$ cat src/rtl/pwm_fade_ctrl.sv
// PWM fade sequencer: free-running period counter, single-slot fade command port,
// and per-channel duty-width ramps that update only at period boundaries.
module pwm_fade_ctrl #(
    parameter int CW     = 14,
    parameter int NCH    = 3,
    parameter int STEP_W = 4
) (
    input  logic                clk,
    input  logic                rst_n,
    input  logic                cmd_valid,
    output logic                cmd_ready,
    input  logic [1:0]          cmd_ch,
    input  logic [CW-1:0]       cmd_target,
    input  logic [STEP_W-1:0]   cmd_step,
    output logic [NCH*CW-1:0]   width_o,
    output logic                period_tick,
    output logic [NCH-1:0]      busy,
    output logic [NCH-1:0]      done,
    output logic                cmd_err
);

    typedef enum logic {IDLE, RAMP} ch_state_t;

    localparam logic [2:0] NCH_L = 3'(NCH);

    logic [CW-1:0]     pcnt;
    logic              slot_full;
    logic [1:0]        slot_ch;
    logic [CW-1:0]     slot_tgt;
    logic [STEP_W-1:0] slot_stp;
    logic              err_q;

    ch_state_t         state_q [NCH];
    ch_state_t         state_d [NCH];
    logic [CW-1:0]     w_q     [NCH];
    logic [CW-1:0]     w_d     [NCH];
    logic [CW-1:0]     tgt_q   [NCH];
    logic [CW-1:0]     tgt_d   [NCH];
    logic [STEP_W-1:0] stp_q   [NCH];
    logic [STEP_W-1:0] stp_d   [NCH];
    logic [NCH-1:0]    done_q;
    logic [NCH-1:0]    done_d;

    logic accept;
    logic ch_ok;

    assign period_tick = &pcnt;
    assign cmd_ready   = !slot_full;
    assign accept      = cmd_valid && cmd_ready;
    assign ch_ok       = {1'b0, cmd_ch} < NCH_L;

    // One ramp step toward tgt; the up path is evaluated one bit wider so it cannot wrap.
    function automatic logic [CW-1:0] ramp_step(input logic [CW-1:0] w,
                                                input logic [CW-1:0] tgt,
                                                input logic [STEP_W-1:0] stp);
        logic [CW:0]   sum;
        logic [CW-1:0] stp_x;
        stp_x = CW'(stp);
        sum   = {1'b0, w} + {1'b0, stp_x};
        if (w < tgt)
            ramp_step = (sum > {1'b0, tgt}) ? tgt : sum[CW-1:0];
        else if (w > tgt)
            ramp_step = ((w - tgt) <= stp_x) ? tgt : (w - stp_x);
        else
            ramp_step = w;
    endfunction

    // State register process: counter, command slot, per-channel registers.
    always_ff @(posedge clk or negedge rst_n) begin
        if (!rst_n) begin
            pcnt      <= '0;
            slot_full <= 1'b0;
            slot_ch   <= '0;
            slot_tgt  <= '0;
            slot_stp  <= '0;
            err_q     <= 1'b0;
            done_q    <= '0;
            // NOTE: the per-channel arrays are small flop banks, not RAM, so they are reset here.
            for (int k = 0; k < NCH; k++) begin
                state_q[k] <= IDLE;
                w_q[k]     <= '0;
                tgt_q[k]   <= '0;
                stp_q[k]   <= '0;
            end
        end else begin
            // NOTE: non-blocking updates keep every register sampling pre-edge values.
            pcnt   <= pcnt + 1'b1;
            err_q  <= accept && !ch_ok;
            done_q <= done_d;
            if (accept && ch_ok) begin
                slot_full <= 1'b1;
                slot_ch   <= cmd_ch;
                slot_tgt  <= cmd_target;
                slot_stp  <= cmd_step;
            end else if (period_tick) begin
                slot_full <= 1'b0;
            end
            for (int k = 0; k < NCH; k++) begin
                state_q[k] <= state_d[k];
                w_q[k]     <= w_d[k];
                tgt_q[k]   <= tgt_d[k];
                stp_q[k]   <= stp_d[k];
            end
        end
    end

    // Next-state process: a pending command for a channel replaces that channel's step.
    always_comb begin
        // NOTE: every target gets a default first so no path leaves a latch behind.
        done_d = '0;
        for (int k = 0; k < NCH; k++) begin
            state_d[k] = state_q[k];
            w_d[k]     = w_q[k];
            tgt_d[k]   = tgt_q[k];
            stp_d[k]   = stp_q[k];
            if (period_tick) begin
                if (slot_full && slot_ch == 2'(k)) begin
                    tgt_d[k] = slot_tgt;
                    stp_d[k] = slot_stp;
                    if (slot_stp == '0) begin
                        w_d[k]     = slot_tgt;
                        state_d[k] = IDLE;
                        done_d[k]  = 1'b1;
                    end else if (slot_tgt == w_q[k]) begin
                        state_d[k] = IDLE;
                        done_d[k]  = 1'b1;
                    end else begin
                        state_d[k] = RAMP;
                    end
                end else if (state_q[k] == RAMP) begin
                    w_d[k] = ramp_step(w_q[k], tgt_q[k], stp_q[k]);
                    if (ramp_step(w_q[k], tgt_q[k], stp_q[k]) == tgt_q[k]) begin
                        state_d[k] = IDLE;
                        done_d[k]  = 1'b1;
                    end
                end
            end
        end
    end

    // Output process: widths and busy flags straight from the channel registers.
    always_comb begin
        width_o = '0;
        busy    = '0;
        for (int k = 0; k < NCH; k++) begin
            width_o[k*CW +: CW] = w_q[k];
            busy[k]             = (state_q[k] == RAMP);
        end
        done    = done_q;
        cmd_err = err_q;
    end

endmodule

$ cat config.mk
export PLATFORM = sky130hd
export DESIGN_NAME = pwm_fade_ctrl
export DESIGN_NICKNAME = d
export VERILOG_FILES = /design/src/rtl/pwm_fade_ctrl.sv
export SDC_FILE = /design/constraint.sdc
export NUM_CORES = 1
export LEC_CHECK = 0
export BUFFER_PORTS_ARGS = -buffer_cell sky130_fd_sc_hd__buf_2
export CAP_MARGIN = 20
export CORE_MARGIN = 1.5
export CORE_UTILIZATION = 45
export DETAILED_ROUTE_END_ITERATION = 8
export GPL_TIMING_DRIVEN = 0
export SYNTH_ARGS = -nofsm -noshare
export SYNTH_HDL_FRONTEND = slang
export SYNTH_SLANG_ARGS = --single-unit
$ cat constraint.sdc
create_clock -name clk -period 4.48 [get_ports clk]
set_input_delay 0.896 -clock clk [delete_from_list [all_inputs] [get_ports clk]]
set_output_delay 0.896 -clock clk [all_outputs]
set_load 0.02 [all_outputs]
==> qor.yml <==
clocking:
  cts_tree: "yes"
  cts_root_buf: "clkbuf_16"
  path_clk_slew_ns: 0.07
  ctsHoldBuffers: 0
  cts.sink_count: 138
  cts_buffer_depth: 2
  numCtsBuffers: 17
  clock_latency_ns: 0.44
  cts-htree-levels: 4
sta:
  rsz0062_at_grt: "yes"
  worst_pin_slew_ns: 1.193
  clock.fmax_mhz: 217.8
  finalCritPeriodShare: 1.025
  holdWs_ns: 0.3982
  finalMaxSlewViolations: 0
  slew_headroom: 0.2045
  hold_violations: 0
  setup_slack_ns: -0.1116
  clock_skew_ns: 0.009731
  final-setup-viol-count: 5
  layout_min_cycle_time_ns: 4.592
critical_path:
  start_kind: "flip-flop"
  cp-startpoint: "width_o[29]"
  r2r_cells: 21
  required_ns: 4.77
  r2r_end: "width_o[34]"
  rrSetupSlack_ns: -0.11
  crit_arrival_ns: 4.89
  r2r-start: "width_o[29]"
  criticalPathCategory: "reg2reg"
  cp-end-kind: "flip-flop"
  worstPathMaxFanout: 4
  crit_end: "width_o[34]"
floorplan:
  initial_core_util: 0.4539
  die_x_um: 191.9
  io_pins: 74
  coreArea_um2: 35400
  die_y_um: 191.9
  die_area_um2: 36840
  rows: 69
place:
  routabilityCongestion: 1.044
  dpl_cell_area_um2: 17130
  hpwlAfterDp_um: 54670
  io_buffers: 73
global_route:
  grt_max_degree: 94
  grt_pass1_wl_um: 106800
  grt_util_all_layers: 0.3918
  antenna_found_initial: 2
  grt_pass1_vias: 16750
  grt.overflow.total: 0
synth:
  seq_area_frac_synth: 0.2150
  ys_async_sr_fraction: 1.000
  synth_area_um2: 16070
  synthCells: 2072
  syn_nets: 2225
  yosys_most_used_dff: "dfrtp_1"
  synth_warnings: 0
  synth-edff-count: 0
  syn_area_per_cell_um2: 7.754
  netlist.area_leader.share: 0.2150
  synth_top_area_cell: "dfrtp_1"
  synthMostInstantiatedCell: "nor2_1"
  synthDistinctLibCells: 91
  ys_ff_latch: 138
  synthTopCellsByCount: "172 x nor2_1, 168 x nand2_1, 150 x o21ai_0"
  yosys-top-cells-area: "dfrtp_1 21%, ha_1 9.4%, xnor2_1 5.3%, o21ai_0 4.7%, mux2_2 4.3%"
detailed_routing:
  drc: 0
  highest_layer: "met5"
  viasPerCell: 6.575
  drtPass1Iterations: 6
  postRouteAntennaNets: 0
  wl_met2_um: 31990
  dr_wl_met3_um: 7228
  drt_iter0_markers: 2134
  routed_wl_um: 73120
  drt-met1-wl_um: 29840
  dr_total_vias: 18040
  wl_per_cell_um: 26.65
job:
  maxCapViolCount: 0
cells_and_area:
  fin_area_um2: 19840
  layout-drive-gt1-share: 0.2301
  fillers: 3338
  multi_input_area_um2: 12840
  regArea_um2: 3486
  area_growth_pct: 23.50
  final_core_util: 0.5606
  fin_nets: 2422
pwr:
  p_leak_nw: 8.946
  vdd.ir_drop.worst_uv: 271.1
  power_density_nw_per_um2: 138.3
outcome:
  status: "finished with violations"
  violations: "setup timing"
worst_hold_path:
  hp-class: "in2async"
worst max-delay path, cell delays in order, from the launching register on:
cell and delay, ns:
dfrtp_2 0.43, buf_4 0.16, ha_1 0.31, nand2b_1 0.18, a211oi_2 0.19, buf_4 0.17, o2111ai_1 0.13, xor2_1 0.29
inv_1 0.12, ha_4 0.25, nand3_4 0.12, nor2_4 0.05, a2111oi_4 0.35, a21oi_2 0.12, a41o_2 0.30, buf_4 0.16
nor2_4 0.19, nand2_2 0.08, and4_1 0.21, or4_4 0.44, o21ai_4 0.09, o21ai_4 0.10
where the power goes:
group          switching (mW)  internal, mW  leakage, nW
registers                   0          1.25         1.87
clock network           0.671         0.789        0.283
logic                  0.0301       0.00996         6.80
placed cells by master, fill, tap and decap left out, types with 13 or more instances in the layout:
cell type | Yosys | final
nand3_1 | 57 | 51
clkbuf_1 | 99 | 73
nand4_1 | 40 | 40
or3_1 | 17 | 17
o21ai_0 | 150 | 129
and3_1 | 24 | 21
dfrtp_2 | 0 | 26
ha_4 | 0 | 17
nor3_1 | 69 | 64
nor2_1 | 172 | 164
clkbuf_16 | 0 | 17
buf_6 | 2 | 13
a31oi_1 | 27 | 23
o21ai_1 | 1 | 16
o211ai_1 | 23 | 23
o21a_1 | 18 | 18
buf_4 | 3 | 110
mux2_2 | 62 | 62
xnor2_1 | 98 | 87
a211oi_1 | 38 | 28
or4_1 | 16 | 14
nand2b_1 | 26 | 26
mux2i_1 | 30 | 29
xor2_1 | 65 | 60
a221oi_1 | 16 | 13
nor2b_1 | 20 | 19
dfrtp_1 | 138 | 112
a21oi_1 | 135 | 120
inv_1 | 124 | 113
a21o_1 | 28 | 27
nand2_1 | 168 | 164
nor4_1 | 32 | 25
buf_2 | 8 | 81
ha_1 | 121 | 100
o22ai_1 | 17 | 16
state kept, by name (all words and copies together) (netlist names):
| name | flops |
|---|---|
| width_o | 42 |
| stp_q | 12 |
| busy | 3 |
| tgt_q | 42 |
| slot_ch | 2 |
| slot_tgt | 14 |
| done | 3 |
| cmd_err | 1 |
| slot_full | 1 |
| slot_stp | 4 |
| pcnt | 14 |
timing repair:
action / CTS / global route
buffers inserted: 53 / 55
cloned: 0 / 0
resized for setup: 124 / 193
hold endpoints to repair: 0 / 0
setup endpoints to repair: 48 / 46
pin swaps: 34 / 85
cell families after synthesis:
family | count (synthesis) | synth area share
AO/OA/AOI/OAI | 600 | 0.2463
XOR/XNOR | 166 | 0.09307
adder cells (fa/ha/maj) | 130 | 0.1055
buffers and inverters | 250 | 0.06075
flip-flops | 138 | 0.2150
multiplexers | 92 | 0.06215
AND/OR/NAND/NOR | 696 | 0.2174
layer usage:
layer	global-route usage	vias to the layer above
met5	0	-
met4	0.1998	2
met3	0.08387	242
met2	0.5954	1127
met1	0.5215	8663
li1	-	8009
per-stage QoR:
step	cells	setup TNS, ns	setup WS, ns	power, mW
finish	2744	-0.2933	-0.1116	2.745
detailed placement	2613	-53.00	-1.563	1.311
global placement	2606	-54.25	-1.699	1.306
CTS	2689	-0.1638	-0.09870	2.753
floorplan	2072	0	0.005521	1.270
global route	2743	-0.9985	-0.2082	2.818
worst min-delay path by stage:
stage / from / to / slack [ns] / cells after the start
6_report: rst_n / width_o[41] / 0.40 / 1
5_1_grt: rst_n / width_o[41] / 0.41 / 1
4_1_cts: rst_n / width_o[41] / 0.40 / 1
3_5_place_dp: pcnt[7] / pcnt[7] / 0.47 / 1
3_3_place_gp: pcnt[4] / pcnt[4] / 0.46 / 1
2_1_floorplan: pcnt[7] / pcnt[7] / 0.45 / 1
final cells by class:
type	count	share of cell area
multi-input combinational	1684	0.6470
clock buffer	18	0.02163
tap	461	0.02907
sequential	138	0.1757
clock inverter	14	0.007693
inverter	127	0.02541
buffer	111	0.02693
timing repair buffer	190	0.06646
antenna	1	0.0001261
No activity file was read; power rests on OpenSTA's default activity.
